[src/rtl/serial_adder.sv]
// serial_adder: bit-serial ripple adder.
// One full-adder cell plus a carry flop, iterated over WIDTH clocks.
// {cout_o, sum_o} = a_i + b_i + cin_i, unsigned, modulo 2^(WIDTH+1).
// Optional build macro SERIAL_ADDER_OVF_EN adds ovf_o, the signed
// two's-complement overflow flag registered alongside sum_o.
//
// state  | meaning
// -------+-------------------------------------------------------------
// S_IDLE | waiting for start_i; result registers hold the last answer
// S_RUN  | one operand bit pair consumed per clock, LSB first
// S_DONE | done_o pulses for this cycle; start_i here chains a new add
module serial_adder #(
  parameter int WIDTH = 8
) (
  input  logic             clk_i,
  input  logic             rst_i,
  input  logic             start_i,
  input  logic [WIDTH-1:0] a_i,
  input  logic [WIDTH-1:0] b_i,
  input  logic             cin_i,
  output logic             busy_o,
  output logic             done_o,
  output logic [WIDTH-1:0] sum_o,
  output logic             cout_o
`ifdef SERIAL_ADDER_OVF_EN
  ,
  output logic             ovf_o
`endif
);

  localparam int CW = (WIDTH > 1) ? $clog2(WIDTH) : 1;
  localparam logic [CW-1:0] CNT_LAST = CW'(WIDTH - 1);

  typedef enum logic [1:0] {
    S_IDLE = 2'd0,
    S_RUN  = 2'd1,
    S_DONE = 2'd2
  } state_e;

  state_e           state_q, state_d;
  logic [WIDTH-1:0] a_q, a_d;
  logic [WIDTH-1:0] b_q, b_d;
  logic [WIDTH-1:0] res_q, res_d;
  logic [WIDTH-1:0] sum_q, sum_d;
  logic [CW-1:0]    cnt_q, cnt_d;
  logic             c_q, c_d;
  logic             cout_q, cout_d;
`ifdef SERIAL_ADDER_OVF_EN
  logic             ovf_q, ovf_d;
`endif

  // Single full-adder cell working on the current LSBs and the carry flop.
  logic bit_s;
  logic carry_nxt;
  assign bit_s     = a_q[0] ^ b_q[0] ^ c_q;
  assign carry_nxt = (a_q[0] & b_q[0]) | (b_q[0] & c_q) | (c_q & a_q[0]);

  // State and datapath registers; synchronous reset clears everything.
  always_ff @(posedge clk_i) begin
    if (rst_i) begin
      state_q <= S_IDLE;
      a_q     <= '0;
      b_q     <= '0;
      res_q   <= '0;
      sum_q   <= '0;
      cnt_q   <= '0;
      c_q     <= 1'b0;
      cout_q  <= 1'b0;
`ifdef SERIAL_ADDER_OVF_EN
      ovf_q   <= 1'b0;
`endif
    end else begin
      state_q <= state_d;
      a_q     <= a_d;
      b_q     <= b_d;
      res_q   <= res_d;
      sum_q   <= sum_d;
      cnt_q   <= cnt_d;
      c_q     <= c_d;
      cout_q  <= cout_d;
`ifdef SERIAL_ADDER_OVF_EN
      ovf_q   <= ovf_d;
`endif
    end
  end

  // Next-state, datapath update and status outputs.
  always_comb begin
    state_d = state_q;
    a_d     = a_q;
    b_d     = b_q;
    res_d   = res_q;
    sum_d   = sum_q;
    cnt_d   = cnt_q;
    c_d     = c_q;
    cout_d  = cout_q;
`ifdef SERIAL_ADDER_OVF_EN
    ovf_d   = ovf_q;
`endif
    busy_o  = 1'b0;
    done_o  = 1'b0;

    unique case (state_q)
      S_IDLE: begin
        if (start_i) begin
          state_d = S_RUN;
          a_d     = a_i;
          b_d     = b_i;
          c_d     = cin_i;
          cnt_d   = '0;
          res_d   = '0;
        end
      end

      S_RUN: begin
        busy_o = 1'b1;
        a_d    = a_q >> 1;
        b_d    = b_q >> 1;
        c_d    = carry_nxt;
        res_d  = {bit_s, res_q[WIDTH-1:1]};
        cnt_d  = cnt_q + 1'b1;
        if (cnt_q == CNT_LAST) begin
          // Last bit: publish the result. cnt is reloaded on the next
          // capture, so it never needs to wrap here.
          state_d = S_DONE;
          cnt_d   = cnt_q;
          sum_d   = {bit_s, res_q[WIDTH-1:1]};
          cout_d  = carry_nxt;
`ifdef SERIAL_ADDER_OVF_EN
          // c_q is the carry into the MSB on this final step.
          ovf_d   = c_q ^ carry_nxt;
`endif
        end
      end

      S_DONE: begin
        done_o = 1'b1;
        if (start_i) begin
          state_d = S_RUN;
          a_d     = a_i;
          b_d     = b_i;
          c_d     = cin_i;
          cnt_d   = '0;
          res_d   = '0;
        end else begin
          state_d = S_IDLE;
        end
      end

      default: begin
        state_d = S_IDLE;
      end
    endcase
  end

  assign sum_o  = sum_q;
  assign cout_o = cout_q;
`ifdef SERIAL_ADDER_OVF_EN
  assign ovf_o  = ovf_q;
`endif

endmodule

[config.mk]
export PLATFORM = sky130hd
export DESIGN_NAME = serial_adder
export DESIGN_NICKNAME = d
export VERILOG_FILES = /design/src/rtl/serial_adder.sv
export SDC_FILE = /design/constraint.sdc
export NUM_CORES = 1
export LEC_CHECK = 0
export ABC_AREA = 1
export CAP_MARGIN = 20
export CORE_ASPECT_RATIO = 0.5
export CORE_MARGIN = 2
export CORE_UTILIZATION = 40
export CTS_CLUSTER_SIZE = 24
export DETAILED_ROUTE_END_ITERATION = 6
export PLACE_DENSITY = 0.64
export SYNTH_ARGS = -nofsm -noshare
export SYNTH_HDL_FRONTEND = slang
export SYNTH_SLANG_ARGS = --single-unit
[constraint.sdc]
create_clock -name clk_i -period 1.1 [get_ports clk_i]
set_input_delay 0.22 -clock clk_i [delete_from_list [all_inputs] [get_ports clk_i]]
set_output_delay 0.22 -clock clk_i [all_outputs]
set_load 0.02 [all_outputs]
; Yosys cells after proc, flatten, opt, wreduce, memory -nomap -nowiden
; Cells that the tools add are included.
[word_totals]
in_bits = 20
output_inout_bits = 11
mem_count = 0
regBits = 39
ram_bits = 0
mem_bits_ro = 0
elab_cells = 47
latch_bits = 0
[classes]
n_eq_ne = 7
n_lt_le_gt_ge = 0
shifts = 0
n_mul = 0
bitwise = 7
div = 0
muxes = 17
addsub = 1
reduce_logical = 7
[op_table]
columns = op, n
row1 = 8-bit one-hot mux with 2 select lines, 3
row2 = 8-bit two-way mux, 3
row3 = 3-bit two-way mux, 2
row4 = 2-bit inequality test (second input constant), 3
row5 = 2-bit one-hot mux with 3 select lines, 1
row6 = 3-bit one-hot mux with 2 select lines, 1
row7 = 2-bit AND reduction, 3
row8 = 1-bit two-way mux, 4
row9 = 2-bit two-way mux, 2
row10 = 3-bit by 1-bit adder with 3-bit output (second input constant), 1
row11 = 1-bit bitwise AND, 3
row12 = 3-bit == test (second input constant), 1
row13 = 3-bit AND reduction, 1
row14 = 2-bit by 1-bit == test with 1-bit output (second input constant), 1
row15 = 2-bit == test (second input constant), 1
row16 = 2-bit zero test, 1
row17 = 2-bit by 1-bit inequality test with 1-bit output (second input constant), 1
row18 = 1-bit bitwise OR, 2
row19 = 1-bit one-hot mux with 2 select lines, 1
row20 = 2-bit nonzero test, 1
row21 = 2-bit OR reduction, 1
row22 = 1-bit XOR, 2

; Depth between registers and ports, before layout
[logic_depth]
word_depth = 4
mapped_depth = 8
mapped_depth_nobuf = 8

; Least setup slack after synthesis
; OpenSTA, ideal clock, no wires.
[synth_timing]
path_kind = register to register
startpoint = reg cnt_q[0]
endpoint = reg cnt_q[2]
stages_incl_launch_ff = 7
n_path_buf = 0
setup_ns = 0.131
slack_ns = -0.131
synth_period_minus_slack_ns = 1.231
t_arrival_ns = 1.100
t_required_ns = 0.969
cell_sequence = dfxtp_1 > ha_1 > ha_1 > inv_1 > nand3_1 > nand3_1 > a21oi_2
[synth_between]
elab_chain_cells = 3
elab_cells_between_ends = 6
classes_between = add/sub: 1 / eq/ne: 2 / mux: 2 / reduce/logical: 1
[synth_rtl]
columns = item, line_no
row1 = "start, declared", 45  ; logic [CW-1:0] cnt_q, cnt_d;
row2 = "start signal, assigned", 78  ; cnt_q <= cnt_d;
row3 = 3-bit by 1-bit adder with 3-bit output / 3-bit == test (equally long branches), "121, 122"
row4 = 3-bit two-way mux / 2-bit inequality test (equally long branches), n/a
row5 = 3-bit one-hot mux with 2 select lines / 3-bit AND reduction (equally long branches), n/a
; Parallel ways exist; a longest one is shown, timed or not. The select of a mux whose other input is x is not followed.
; A chain may end at the register's enable or synchronous reset.

; Worst setup path after layout
[layout_timing]
startpoint = reg cnt_q[0]
endpoint = reg cnt_q[0]
; The elaborated chain is that of the path after synthesis.

==> impl_metrics.env <==
export IMPL_grt_use_total_pct=17.54
export IMPL_setup_viol=30
export IMPL_yosysWarnings=0
export IMPL_outcome="complete, but fails checks"
export IMPL_grt_max_degree=26
export IMPL_die_h_um=49.46
export IMPL_drtIter0Drc=31
export IMPL_vias=1511
export IMPL_fillCellCount=390
export IMPL_numCtsBuffers=5
export IMPL_synth_seq_area_share_pct=46.03
export IMPL_synthTopCellsByArea="dfxtp_1 46%, nand2_1 17%, nor2_1 7.9%"
export IMPL_cp_num_buf_inv=1
export IMPL_gp_congestion=0.7402
export IMPL_cts_tree="built"
export IMPL_max_stage_delay_ns=0.34
export IMPL_synth_seq_cells=38
export IMPL_synth_top_cell_area_share_pct=46.03
export IMPL_power_leakage_nw=1.015
export IMPL_maxSlewViolCount=0
export IMPL_initial_core_util_pct=42.12
export IMPL_worstPathRequired_ns=1.32
export IMPL_ir_drop_uv=661.8
export IMPL_grt_overflow_total=0
export IMPL_syn_area_mm2=0.001653
export IMPL_root_buffer="clkbuf_8"
export IMPL_reg2reg_depth=7
export IMPL_max_freq_mhz=867.2
export IMPL_area_delta_synth_final_pct=40.73
export IMPL_drc_errors=0
export IMPL_core_area_mm2=0.003924
export IMPL_rsz0062_at_grt="true"
export IMPL_die_area_mm2=0.004694
export IMPL_synthCells=225
export IMPL_drtPass1Iterations=4
export IMPL_slowest_stage="dfxtp_2"
export IMPL_worst_slew_pin_slew_ns=0.1868
export IMPL_synth_simple_area_share_pct=34.67
export IMPL_async_flop_share_pct=0
export IMPL_synth_most_common_cell="nand2_1"
export IMPL_avgSynthCellArea_um2=7.346
export IMPL_startpoint_type="flip-flop"
export IMPL_routed_wirelength_um=3731
export IMPL_hpwlAfterDp_um=2381
export IMPL_antenna_found_initial=0
export IMPL_synthAdderAreaFrac_pct=2.725
export IMPL_worstPathMaxFanout=5
export IMPL_viasPerCell=4.707
export IMPL_drv_cap=0
export IMPL_synth_edff_count=0
export IMPL_grt_pass1_vias=1482
export IMPL_worstPathArrival_ns=1.38
export IMPL_drive_gt1_share_pct=27.72
export IMPL_powerDensity_mw_per_mm2=1313
export IMPL_antennaDiodeCount=0
export IMPL_routedWlPerCell_um=11.62
export IMPL_hold_class="reg -> reg"
export IMPL_path_delay_family="flip-flops"
export IMPL_finalCriticalPeriod_ns=1.153
export IMPL_relSlewSlack_pct=87.51
export IMPL_ant_nets=0
export IMPL_synth_top_family_by_area="simple AND/OR/NAND/NOR gates"
export IMPL_worst_slack_ns=-0.05311
export IMPL_syn_nets=248
export IMPL_synth_xor_area_share_pct=0
export IMPL_cts_sinks=38
export IMPL_synth_common_cells="75 x nand2_1, 38 x dfxtp_1, 35 x nor2_1"
export IMPL_crit_chain="ha_4 > ha_4 > inv_4 > nand3_2 > nand2_1 > nand2_1 > a21oi_2"
export IMPL_num_rows=16
export IMPL_clk_latency_ns=0.29
export IMPL_fin_area_mm2=0.002326
export IMPL_fin_worst_skew_ns=0.005011
export IMPL_io_buffers=30
export IMPL_post_synth_num_cell_types=22
export IMPL_violations="setup timing"
export IMPL_crit_cells=7
export IMPL_cp_end_kind="flip-flop"
export IMPL_clk_path_buf_depth=2
export IMPL_grt_pass1_wl_um=6423
export IMPL_fin_nets=289
export IMPL_ys_flop_type="dfxtp_1"
export IMPL_die_w_um=94.91
export IMPL_worstHoldPathCells=2
export IMPL_path_clk_slew_ns=0.08
export IMPL_muxShareOfSynthArea_pct=0
export IMPL_cts_hold_buf=0
export IMPL_synth_compound_area_share_pct=9.538
export IMPL_htree_levels=2
export IMPL_path_class="reg -> reg"
export IMPL_synth_top_cell_by_area="dfxtp_1"
export IMPL_dpl_cell_area_mm2=0.002078
export IMPL_hold_viol=0
export IMPL_io_pins=31
export IMPL_fin_crit_sh_pct=104.8
export IMPL_place_ws_ns=-0.3409
[worst paths after layout]
path / from / endpoint / slack, ns
worst max-delay path: cnt_q[0] / cnt_q[0] / -0.05
worst min-delay path: res_q[3] / sum_o[2] / 0.47
worst max register to register: cnt_q[0] / cnt_q[0] / -0.05
worst min register to register: res_q[3] / sum_o[2] / 0.47
[worst register-to-register path, cell delays in order (launching register included)]
cell	delay (ns)
dfxtp_2	0.34
ha_4	0.16
ha_4	0.16
inv_4	0.06
nand3_2	0.11
nand2_1	0.09
nand2_1	0.07
a21oi_2	0.10
[flip-flops by register name, indices dropped and copies added, names as in the netlist]
register and flops:
a_q 8, b_q 8, c_q 1, cnt_q 3, cout_o 1, res_q 7, state_q 2, sum_o 8
[stage by stage]
stage	total power [W]	utilization (%)	hold WS, ns	instances	setup TNS (ns)
4_1_cts	0.003060	57.88	0.4695	321	-0.9614
2_1_floorplan	0.001827	-	0.2751	225	-0.002129
6_report	0.003054	59.28	0.4695	321	-0.8130
3_3_place_gp	0.001962	52.97	0.4602	310	-9.707
3_5_place_dp	0.001970	52.97	0.4625	310	-10.80
5_1_grt	0.003211	59.28	0.4959	321	-2.667
[cell type report]
cell class	instances	area, um^2	share of cell area, %
Sequential cell	38	770.7	33.14
Clock buffer	6	82.58	3.550
Timing Repair Buffer	44	435.4	18.72
Clock inverter	2	12.51	0.5379
Tap cell	54	67.56	2.905
Multi-Input combinational cell	167	884.6	38.03
Inverter	10	72.57	3.120
[per-layer routing]
layer | vias up | global-route usage, % | part of all wire, %
met2 | 20 | 27.30 | 44
met1 | 685 | 23.52 | 50
met5 | - | 0 | 0
met3 | 7 | 4.587 | 4.3
li1 | 799 | - | -
met4 | 0 | 6.522 | 1.6
[cell families (layout without fill, tap and decap cells)]
group | count (synthesis) | after routing
AO/OA/AOI/OAI | 30 | 30
AND/OR/NAND/NOR | 134 | 134
flip-flops | 38 | 38
adder cells (fa/ha/maj) | 3 | 3
buffers and inverters | 20 | 62
[where the power goes]
group | leakage, nW | switching [W] | internal, W | total (W)
Combinational | 0.654 | 0.000293 | 0.000261 | 0.000555
Clock | 0.0472 | 0.000492 | 0.000504 | 0.000996
Sequential | 0.313 | 0.0000503 | 0.00145 | 0.00150
Total | 1.01 | 0.000836 | 0.00222 | 0.00305
[layout by cell type, fill, tap and decap left out, types with 2 or more instances in the layout]
master,count
inv_1,2
nand2_1,70
clkbuf_8,6
ha_4,2
buf_2,9
clkdlybuf4s50_1,19
nand2_8,3
inv_4,4
clkinv_4,2
nor2_4,3
dfxtp_2,5
nand3_2,3
buf_6,4
buf_12,3
o21ai_0,4
a21oi_2,7
o21ai_2,2
nand3_1,16
inv_8,2
dfxtp_1,32
nand2_2,5
nor2_1,33
a21oi_1,6
buf_4,7
o21ai_1,11
[repair_timing]
item,4_1_cts,5_1_grt
buffers inserted,2,0
resized for setup,85,17
endpoints found under the setup margin,49,38
endpoints found under the hold margin,0,0
cloned,1,0
pin swaps,8,8
(Power assumes the default switching activity.)
